$ cat src/rtl/loop_share_sched_if.sv
// Request/response bundle for the shared loop-counter scheduler.
// The client side drives requests, step enable and response ready; the scheduler drives the rest.
interface loop_share_sched_if #(
    parameter int W    = 11,
    parameter int NREQ = 2,
    parameter int IDW  = 1
);
    logic [NREQ-1:0]   req;
    logic [NREQ*W-1:0] y_init;
    logic [NREQ-1:0]   req_gnt;
    logic              step_en;
    logic              rsp_valid;
    logic              rsp_ready;
    logic [IDW-1:0]    rsp_id;
    logic [W-1:0]      rsp_y;
    logic [W-1:0]      x;
    logic [W-1:0]      y;
    logic              busy;

    modport master (
        output req, y_init, step_en, rsp_ready,
        input  req_gnt, rsp_valid, rsp_id, rsp_y, x, y, busy
    );

    modport slave (
        input  req, y_init, step_en, rsp_ready,
        output req_gnt, rsp_valid, rsp_id, rsp_y, x, y, busy
    );
endinterface

$ cat src/rtl/loop_share_sched.sv
// Round-robin shared x/y loop-counter datapath; returns the final y tagged with the owner id.
// Optional macro LOOP_RESULT_CHECK_EN adds a sticky chk_err self-check output.
module loop_share_sched #(
    parameter int W        = 11,
    parameter int NREQ     = 2,
    parameter int IDW      = 1,
    parameter int X_LIMIT  = 200,
    parameter int Y_THRESH = 100
) (
    input  logic clk,
    input  logic rst,
    loop_share_sched_if.slave bus
`ifdef LOOP_RESULT_CHECK_EN
    ,
    output logic chk_err
`endif
);
    typedef enum logic [1:0] {IDLE, RUN, DONE} state_t;

    localparam logic [W-1:0] X_LIMIT_W    = W'(X_LIMIT);
    localparam logic [W:0]   Y_THRESH_EXT = (W+1)'(Y_THRESH);

    state_t          state_q, state_d;
    logic [W-1:0]    x_q, x_d, y_q, y_d;
    logic [W-1:0]    rsp_y_q, rsp_y_d;
    logic [IDW-1:0]  rsp_id_q, rsp_id_d;
    logic [IDW-1:0]  owner_q, owner_d;
    logic [IDW-1:0]  last_q, last_d;
    logic            rsp_valid_q, rsp_valid_d;
    logic [NREQ-1:0] gnt_q, gnt_d;
    logic [W:0]      x_next_ext;
    logic [IDW-1:0]  cand;
    logic            found;
    logic [W-1:0]    y_init_arr [NREQ];

`ifdef LOOP_RESULT_CHECK_EN
    localparam logic [W-1:0] Y_DELTA = W'(X_LIMIT - Y_THRESH);
    logic [W-1:0] y_copy_q, y_copy_d;
    logic         chk_err_q, chk_err_d;
`endif

    always_comb begin
        for (int i = 0; i < NREQ; i++) begin
            y_init_arr[i] = bus.y_init[i*W +: W];
        end
    end

    always_comb begin
        state_d     = state_q;
        x_d         = x_q;
        y_d         = y_q;
        rsp_y_d     = rsp_y_q;
        rsp_id_d    = rsp_id_q;
        owner_d     = owner_q;
        last_d      = last_q;
        rsp_valid_d = rsp_valid_q;
        gnt_d       = '0;
        found       = 1'b0;
        cand        = '0;
        x_next_ext  = {1'b0, x_q} + (W+1)'(1);
`ifdef LOOP_RESULT_CHECK_EN
        y_copy_d  = y_copy_q;
        chk_err_d = chk_err_q || (x_q > X_LIMIT_W);
`endif
        case (state_q)
            IDLE: begin
                // Search starts one past the last winner so every requester gets a turn.
                for (int i = 0; i < NREQ; i++) begin
                    if (!found) begin
                        cand = IDW'((int'(last_q) + 1 + i) % NREQ);
                        if (bus.req[cand]) begin
                            found       = 1'b1;
                            x_d         = '0;
                            y_d         = y_init_arr[cand];
                            owner_d     = cand;
                            last_d      = cand;
                            gnt_d[cand] = 1'b1;
                            state_d     = RUN;
`ifdef LOOP_RESULT_CHECK_EN
                            y_copy_d    = y_init_arr[cand];
`endif
                        end
                    end
                end
            end
            RUN: begin
                if (bus.step_en) begin
                    if (x_q < X_LIMIT_W) begin
                        x_d = x_q + W'(1);
                        if (x_next_ext > Y_THRESH_EXT) begin
                            y_d = y_q + W'(1);
                        end
                    end else begin
                        rsp_y_d     = y_q;
                        rsp_id_d    = owner_q;
                        rsp_valid_d = 1'b1;
                        state_d     = DONE;
`ifdef LOOP_RESULT_CHECK_EN
                        if (y_q != y_copy_q + Y_DELTA) begin
                            chk_err_d = 1'b1;
                        end
`endif
                    end
                end
            end
            DONE: begin
                if (bus.rsp_ready) begin
                    rsp_valid_d = 1'b0;
                    state_d     = IDLE;
                end
            end
            default: state_d = IDLE;
        endcase
    end

    always_ff @(posedge clk) begin
        if (rst) begin
            state_q     <= IDLE;
            x_q         <= '0;
            y_q         <= '0;
            rsp_y_q     <= '0;
            rsp_id_q    <= '0;
            owner_q     <= '0;
            last_q      <= IDW'(NREQ - 1);
            rsp_valid_q <= 1'b0;
            gnt_q       <= '0;
`ifdef LOOP_RESULT_CHECK_EN
            y_copy_q    <= '0;
            chk_err_q   <= 1'b0;
`endif
        end else begin
            state_q     <= state_d;
            x_q         <= x_d;
            y_q         <= y_d;
            rsp_y_q     <= rsp_y_d;
            rsp_id_q    <= rsp_id_d;
            owner_q     <= owner_d;
            last_q      <= last_d;
            rsp_valid_q <= rsp_valid_d;
            gnt_q       <= gnt_d;
`ifdef LOOP_RESULT_CHECK_EN
            y_copy_q    <= y_copy_d;
            chk_err_q   <= chk_err_d;
`endif
        end
    end

    assign bus.req_gnt   = gnt_q;
    assign bus.rsp_valid = rsp_valid_q;
    assign bus.rsp_id    = rsp_id_q;
    assign bus.rsp_y     = rsp_y_q;
    assign bus.x         = x_q;
    assign bus.y         = y_q;
    assign bus.busy      = (state_q != IDLE);
`ifdef LOOP_RESULT_CHECK_EN
    assign chk_err       = chk_err_q;
`endif
endmodule

$ cat src/flat_wrapper.sv
// flat-port wrapper written by rule: the top's interface ports become plain ports
module loop_share_sched_flat 
#(
    parameter int W        = 11,
    parameter int NREQ     = 2,
    parameter int IDW      = 1,
    parameter int X_LIMIT  = 200,
    parameter int Y_THRESH = 100
)
  (clk, rst, bus_req, bus_y_init, bus_step_en, bus_rsp_ready, bus_req_gnt, bus_rsp_valid, bus_rsp_id, bus_rsp_y, bus_x, bus_y, bus_busy);
  loop_share_sched_if #(.W(W), .NREQ(NREQ), .IDW(IDW)) bus_i ();
  input  logic clk;
  input  logic rst;
  input wire logic [$bits(bus_i.req)-1:0] bus_req;
  input wire logic [$bits(bus_i.y_init)-1:0] bus_y_init;
  input wire logic [$bits(bus_i.step_en)-1:0] bus_step_en;
  input wire logic [$bits(bus_i.rsp_ready)-1:0] bus_rsp_ready;
  output wire logic [$bits(bus_i.req_gnt)-1:0] bus_req_gnt;
  output wire logic [$bits(bus_i.rsp_valid)-1:0] bus_rsp_valid;
  output wire logic [$bits(bus_i.rsp_id)-1:0] bus_rsp_id;
  output wire logic [$bits(bus_i.rsp_y)-1:0] bus_rsp_y;
  output wire logic [$bits(bus_i.x)-1:0] bus_x;
  output wire logic [$bits(bus_i.y)-1:0] bus_y;
  output wire logic [$bits(bus_i.busy)-1:0] bus_busy;
  assign bus_i.req = bus_req;
  assign bus_i.y_init = bus_y_init;
  assign bus_i.step_en = bus_step_en;
  assign bus_i.rsp_ready = bus_rsp_ready;
  assign bus_req_gnt = bus_i.req_gnt;
  assign bus_rsp_valid = bus_i.rsp_valid;
  assign bus_rsp_id = bus_i.rsp_id;
  assign bus_rsp_y = bus_i.rsp_y;
  assign bus_x = bus_i.x;
  assign bus_y = bus_i.y;
  assign bus_busy = bus_i.busy;
  loop_share_sched #(.W(W), .NREQ(NREQ), .IDW(IDW), .X_LIMIT(X_LIMIT), .Y_THRESH(Y_THRESH)) u_core (.clk(clk), .rst(rst), .bus(bus_i));
endmodule
$ cat config.mk
export PLATFORM = sky130hd
export DESIGN_NAME = loop_share_sched_flat
export DESIGN_NICKNAME = d
export VERILOG_FILES = /design/src/rtl/loop_share_sched_if.sv /design/src/rtl/loop_share_sched.sv /design/src/flat_wrapper.sv
export SDC_FILE = /design/constraint.sdc
export NUM_CORES = 1
export LEC_CHECK = 0
export CAP_MARGIN = 20
export CORE_ASPECT_RATIO = 2
export CORE_MARGIN = 2
export CORE_UTILIZATION = 50
export CTS_BUF_LIST = sky130_fd_sc_hd__clkbuf_4 sky130_fd_sc_hd__clkbuf_8
export DETAILED_ROUTE_END_ITERATION = 10
export PLACE_DENSITY = 0.88
export SKIP_LAST_GASP = 1
export SLEW_MARGIN = 20
export SYNTH_ARGS = -nofsm -noshare
export SYNTH_HDL_FRONTEND = slang
export SYNTH_SLANG_ARGS = --single-unit
$ cat constraint.sdc
create_clock -name clk -period 2.6 [get_ports clk]
set_input_delay 0.52 -clock clk [delete_from_list [all_inputs] [get_ports clk]]
set_output_delay 0.52 -clock clk [all_outputs]
set_load 0.01 [all_outputs]
==> results of run 1 <==
-- stage by stage --
stage / cells / hold WS [ns] / setup WS, ns / utilization / total power (uW)
CTS: 411 / 0.4878 / 0.2201 / 0.6903 / 1486
floorplan: 292 / 0.4608 / 0.3572 / - / 879.5
finish: 411 / 0.4858 / 0.1990 / 0.6903 / 1489
detailed placement: 403 / 0.4741 / 0.1876 / 0.6683 / 1030
global placement: 403 / 0.4626 / 0.2336 / 0.6683 / 1024
global route: 411 / 0.5255 / 0.04015 / 0.6903 / 1537
-- layout by cell type (no fill, tap or decap), types with 4 or more instances in the layout --
| cell | count |
|---|---|
| a211oi_1 | 4 |
| a31oi_1 | 4 |
| nor3_1 | 6 |
| nand3_1 | 9 |
| and3_1 | 5 |
| mux2i_1 | 10 |
| clkdlybuf4s50_1 | 65 |
| o21ai_0 | 17 |
| nand2_1 | 24 |
| a221oi_1 | 4 |
| dfxtp_1 | 41 |
| nor2_1 | 36 |
| nand4_1 | 7 |
| clkbuf_8 | 7 |
| a22o_1 | 4 |
| inv_1 | 8 |
| buf_4 | 11 |
| a21oi_1 | 24 |
-- registers in the layout (all words and copies together), names as in the netlist --
name and flops:
u_core.bus.rsp_valid 1, u_core.bus.rsp_id 1, u_core.bus.x 11, u_core.bus.req_gnt 2, u_core.owner_q 1, u_core.last_q 1
u_core.bus.rsp_y 11, u_core.state_q 2, u_core.bus.y 11
-- critical path, cell delays in order, from the launching register on --
cell and delay [ns]:
dfxtp_1 0.42, buf_4 0.16, ha_1 0.20, inv_1 0.05
a2111oi_0 0.41, nor3_1 0.16, a2111o_1 0.57, a31oi_1 0.23
a211oi_1 0.06
-- metal layers --
| layer | global-route usage | share of wire |
|---|---|---|
| met5 | 0 | 0 |
| met4 | 0.1736 | 0.053 |
| met2 | 0.4837 | 0.53 |
| met3 | 0.03540 | 0.064 |
| met1 | 0.3010 | 0.35 |
-- final cells by class --
type                    count  area share
multi-input cells         223      0.4474
clock inverters             1    0.001577
clock buffers               7     0.03035
well taps                  55     0.02168
flip-flops and latches     41      0.2586
repair buffers             76      0.2310
inverters                   8    0.009460
-- power by group --
| part | internal [uW] | switching, uW |
|---|---|---|
| Sequential | 656 | 49.8 |
| Clock | 240 | 225 |
| Combinational | 160 | 159 |
-- kinds of logic after synthesis --
group                    count (synthesis)
multiplexers                            10
buffers and inverters                   28
flip-flops                              41
AO/OA/AOI/OAI                           93
adder cells (fa/ha/maj)                  3
XOR/XNOR                                 2
AND/OR/NAND/NOR                        115
-- worst min-delay path by stage --
stage	to	slack, ns	depth (start not counted)
floorplan	u_core.bus.rsp_id$_SDFFE_PP0P_	0.46	2
global placement	u_core.bus.rsp_valid$_SDFFE_PP0P_	0.46	2
detailed placement	u_core.bus.rsp_valid$_SDFFE_PP0P_	0.47	2
CTS	u_core.bus.rsp_valid$_SDFFE_PP0P_	0.49	2
global route	u_core.bus.rsp_valid$_SDFFE_PP0P_	0.53	2
finish	u_core.bus.rsp_valid$_SDFFE_PP0P_	0.49	2
==> flow_summary_export.csv, run 1 <==
group,metric,value,unit
power,p_leak,0.001216,uW
power,power_density,469.1,nW/um^2
sta,finalHoldViolCount,0,
outcome,status,"completed",
global_routing,grt_pass1_wl,11.21,mm
yosys,synthAdderAreaFrac,0.01574,
yosys,synth-simple-area-share,0.2429,
routing,vias,2573,
yosys,ys.flop_type,"dfxtp_1",
global_routing,grt.total_usage,0.2764,
setup_path,cp-end-kind,"flop",
clock_tree,ctsResizeCount,0,
place,hpwl,5.225,mm
sta,fin_setup_tns,0,ns
yosys,synth_top_family_by_area,"compound AO/OA/AOI/OAI gates",
floorplan,core-area,4598,sq um
routing,drtPass1Iterations,5,
routing,ant_nets,0,
yosys,synth_seq_cells,41,
routing,drc,0,
clock_tree,clock_path_buffers,2,
run,maxCapViolations,0,
setup_path,ff2ff_setup_slack,0.20,ns
yosys,synth_mux_area_frac,0.04197,
sta,maxSlewViolCount,0,
setup_path,path_max_fanout,8,
sta,period_share,0.9235,
yosys,synth_xor_area_frac,0.007345,
sta,min_period,2.401,ns
yosys,synth_compound_area_frac,0.2875,
clock_tree,cts_root_buf,"clkbuf_8",
sta,slew_headroom,0.6047,
floorplan,dieArea,5372,sq um
min_path,hp-start,"u_core.bus.rsp_valid$_SDFFE_PP0P_",
yosys,ys_top_cells_by_area,"dfxtp_1 (34%), nor2_1 (5.7%), a21oi_1 (5.0%), mux2i_1 (4.2%), nand2_1 (3.8%)",
sta,worst_pin_slew,0.5917,ns
clock_tree,cts_hold_buf,0,
place,placed_area,3073,sq um
floorplan,row_count,35,
setup_path,cp-endpoint,"u_core.bus.y[6]$_SDFFE_PP0P_",
routing,vias_per_cell,6.260,
setup_path,r2r_cells,8,
finish,antennaDiodeCount,0,
clock_tree,cts.sinks,41,
routing,wl_per_cell,17.29,microns
setup_path,cp-start-kind,"flop",
routing,finalWirelength,7.108,mm
sta,skew,0.004522,ns
clock_tree,insertion_delay,0.30,ns
finish,n_fill_cell,358,
clock_tree,numCtsBuffers,5,
place,io_buffers,65,
sta,rsz0062_at_grt,"no",
floorplan,die_w,52.84,microns
finish,fin_area,3174,sq um
global_routing,grt_start_max_net_pins,37,
yosys,yosysMostFrequentCell,"dfxtp_1",
finish,area_delta_synth_final,33.11,%
floorplan,fp.dieH,101.7,microns
sta,setup_viol,0,
min_path,hold_path_class,"flop to flop",
floorplan,ios,66,
yosys,netlist_area,2385,sq um
setup_path,r2r-end,"u_core.bus.y[6]$_SDFFE_PP0P_",
routing,drtIter0Drc,118,
finish,seq_area,820.8,sq um
setup_path,required,2.77,ns
setup_path,r2r_start,"u_core.bus.x[0]$_SDFFE_PP0P_",
clock_tree,cts_setup_buffers,0,
setup_path,cp-startpoint,"u_core.bus.x[0]$_SDFFE_PP0P_",
finish,multi_input_comb_area,1420,sq um
yosys,synth_edf_count,0,
yosys,synth_largest_area_cell,"dfxtp_1",
clock_tree,htreeDepth,2,
yosys,synth.distinct_cells,64,
floorplan,start_util,0.5186,
yosys,ys_warn_count,0,
setup_path,cp.arrival,2.57,ns
finish,drive_above_1_share,0.1039,
yosys,avgSynthCellArea,8.167,sq um
setup_path,crit_type,"flop to flop",
finish,fin_nets,386,
sta,fmax,416.5,MHz
yosys,synth_common_cells,"dfxtp_1 (41), nor2_1 (36), a21oi_1 (24), nand2_1 (24), o21ai_0 (17)",
yosys,synth_top_area_share,0.3442,
yosys,synthCells,292,
yosys,synth-seq-area-share,0.3442,
yosys,synth_fp_nets,323,
clock_tree,clk_pin_slew,0.08,ns
global_routing,antenna_found_initial,0,
global_routing,overflow,0,
power,peakVddDrop,387.4,uV
clock_tree,cts_tree,"done",
place,gp_congestion,0.9254,
yosys,ys_async_sr_fraction,0,
global_routing,grt_pass1_vias,2449,
Power figures use the tool's default switching activity.
==> run 2, diff against run 1 <==
- CTS_CLUSTER_DIAMETER: not set -> 50
==> results of run 2 <==
The final DEF is identical to that of run 1; final timing and power are the same.
==> run 3, diff against run 2 <==
- CORE_UTILIZATION: 50 -> 40
- PLACE_DENSITY: 0.88 -> 0.74
==> run 3 against run 2 <==
Compared with the run above:
- critical path depth did not move
- largest cell class unchanged
- clock skew rose by 0.0015 ns
- flip-flop and latch count did not move
- setup slack improved by 0.051 ns
- wire length rose by 0.77%
- global-route usage fell by 4.8 points
- non-clock buffer count rose by 4
- the run now ends with design-rule violations left
- first-iteration DRC count rose by 47%
==> flow_summary_export.csv, run 3 (same netlist as run 1, synthesis figures left out) <==
group,metric,value,unit
global_routing,grt_pass1_wl,11.80,mm
sta,skew,0.006019,ns
routing,ant_nets,0,
setup_path,crit_path_max_incr_delay,0.47,ns
global_routing,grtUsageMet3,0.02057,
finish,layout.cells.non_filler,421,
global_routing,overflow,0,
sta,fmax,425.5,MHz
routing,vias_per_cell,5.941,
setup_path,cp.arrival,2.55,ns
place,hpwl,5.405,mm
sta,rsz0062_at_grt,"no",
clock_tree,clock_path_buffers,2,
clock_tree,numCtsBuffers,5,
routing,vias,2501,
clock_tree,insertion_delay,0.30,ns
sta,fin_setup_tns,0,ns
setup_path,cpMaxStageDelayCell,"dfxtp_1",
finish,area_delta_synth_final,34.78,%
finish,antennaDiodeCount,0,
global_routing,antenna_found_initial,0,
sta,finalHoldViolCount,0,
clock_tree,cts_tree,"done",
global_routing,grt_pass1_vias,2446,
sta,period_share,0.9040,
routing,drtIter0Drc,174,
power,power_density,464.7,nW/um^2
floorplan,die_w,58.60,microns
clock_tree,clk_pin_slew,0.08,ns
setup_path,crit_path_cell_trace,"ha_1, buf_4, a21bo_2, o22ai_1, a22o_1, a2111oi_4, or3_1, a32o_1",
power,p_leak,0.001239,uW
setup_path,crit_family,"compound AO/OA/AOI/OAI gates",
setup_path,path_buf_inv,1,
finish,final_common_cell,"clkdlybuf4s50_1",
outcome,status,"complete, but fails checks",
routing,wl_per_cell,17.01,microns
sta,maxSlewViolCount,0,
setup_path,crit_type,"flop to flop",
floorplan,row_count,39,
global_routing,grt_util_met1,0.2544,
setup_path,required,2.80,ns
routing,drtPass1Iterations,7,
clock_tree,htreeDepth,2,
finish,drive_above_1_share,0.1194,
sta,setup_viol,0,
global_routing,grt.total_usage,0.2286,
finish,mostFrequentLayoutCells,"clkdlybuf4s50_1 (65), dfxtp_1 (40), nor2_1 (36)",
routing,finalWirelength,7.163,mm
place,preCtsSetupSlack,0.1841,ns
global_routing,grt_busiest_layer,"met2",
setup_path,path_max_fanout,8,
floorplan,start_util,0.4142,
place,dpl.cell_count,413,
routing,drc,3,
power,peakVddDrop,349.4,uV
sta,setup_slack,0.2497,ns
clock_tree,cts_root_buf,"clkbuf_8",
finish,fin_nets,390,
global_routing,grt_util_met2,0.4112,
sta,min_period,2.350,ns
sta,slew_headroom,0.6865,
run,maxCapViolations,0,
setup_path,cp-start-kind,"flop",
sta,worst_hold_slack,0.4804,ns
outcome,violations,"design-rule violations",
place,gp_congestion,0.9255,
floorplan,core-area,5758,sq um
min_path,hold_path_class,"flop to flop",
place,io_buffers,65,
floorplan,ios,66,
power,total_power,1494,uW
setup_path,cp-end-kind,"flop",
floorplan,dieArea,6633,sq um
global_routing,grt_start_max_net_pins,37,
clock_tree,cts.sinks,41,
floorplan,fp.dieH,113.2,microns
sta,worst_pin_slew,0.4703,ns
[run 3: changes by cell type in the layout (fill, tap and decap cells not counted)]
cell	delta
buf_4	+4
a2111o_1	-1
a2111o_2	+1
a21boi_0	-1
a21boi_1	+1
dfxtp_1	-1
dfxtp_2	+1
[run 3: worst register-to-register path, stage by stage (launching register included)]
cell	delay [ns]
dfxtp_1	0.47
ha_1	0.29
buf_4	0.17
a21bo_2	0.22
o22ai_1	0.12
a22o_1	0.22
a2111oi_4	0.12
or3_1	0.39
a32o_1	0.26
[run 3: timing repair]
| item | CTS | global route |
|---|---|---|
| setup endpoints to repair | 0 | 6 |
| hold buffers | 0 | 0 |
| setup buffers | 0 | 0 |
| resized for setup | 0 | 3 |
[run 3: power by group]
| group | total, uW | switching, uW | internal, uW | leakage, uW |
|---|---|---|---|---|
| sequential | 698 | 41.8 | 656 | 0.000334 |
| clock | 468 | 228 | 240 | 0.0000542 |
| combinational | 328 | 164 | 164 | 0.000850 |
| total | 1490 | 434 | 1060 | 0.00124 |
[run 3: final timing paths]
path | cells past startpoint | endpoint | from | slack [ns]
worst min register to register | 2 | u_core.bus.rsp_valid$_SDFFE_PP0P_ | u_core.bus.rsp_valid$_SDFFE_PP0P_ | 0.48
worst max-delay path | 8 | u_core.bus.y[10]$_SDFFE_PP0P_ | u_core.bus.x[1]$_SDFFE_PP0P_ | 0.25
worst min-delay path | 2 | u_core.bus.rsp_valid$_SDFFE_PP0P_ | u_core.bus.rsp_valid$_SDFFE_PP0P_ | 0.48
worst max register to register | 8 | u_core.bus.y[10]$_SDFFE_PP0P_ | u_core.bus.x[1]$_SDFFE_PP0P_ | 0.25
[run 3: layer usage]
metal | routed length [microns] | vias up
li1 | - | 1212
met1 | 2772 | 1169
met2 | 3841 | 95
met3 | 287 | 25
met4 | 261 | 0
met5 | 0 | -
[run 3: final cells by class]
class                   instances  area (sq um)
repair buffers                 80         763.2
clock inverters                 1         5.005
inverters                       8         30.03
flip-flops and latches         41         822.0
clock buffers                   7         96.34
multi-input cells             223          1421
well taps                      61         76.32
fillers                       541          2544
[run 3: per-stage QoR]
step | instance area (sq um) | util
5_1_grt | 3214 | 0.5582
2_1_floorplan | 2385 | -
6_report | 3214 | 0.5582
3_3_place_gp | 3110 | 0.5402
3_5_place_dp | 3110 | 0.5402
4_1_cts | 3212 | 0.5578
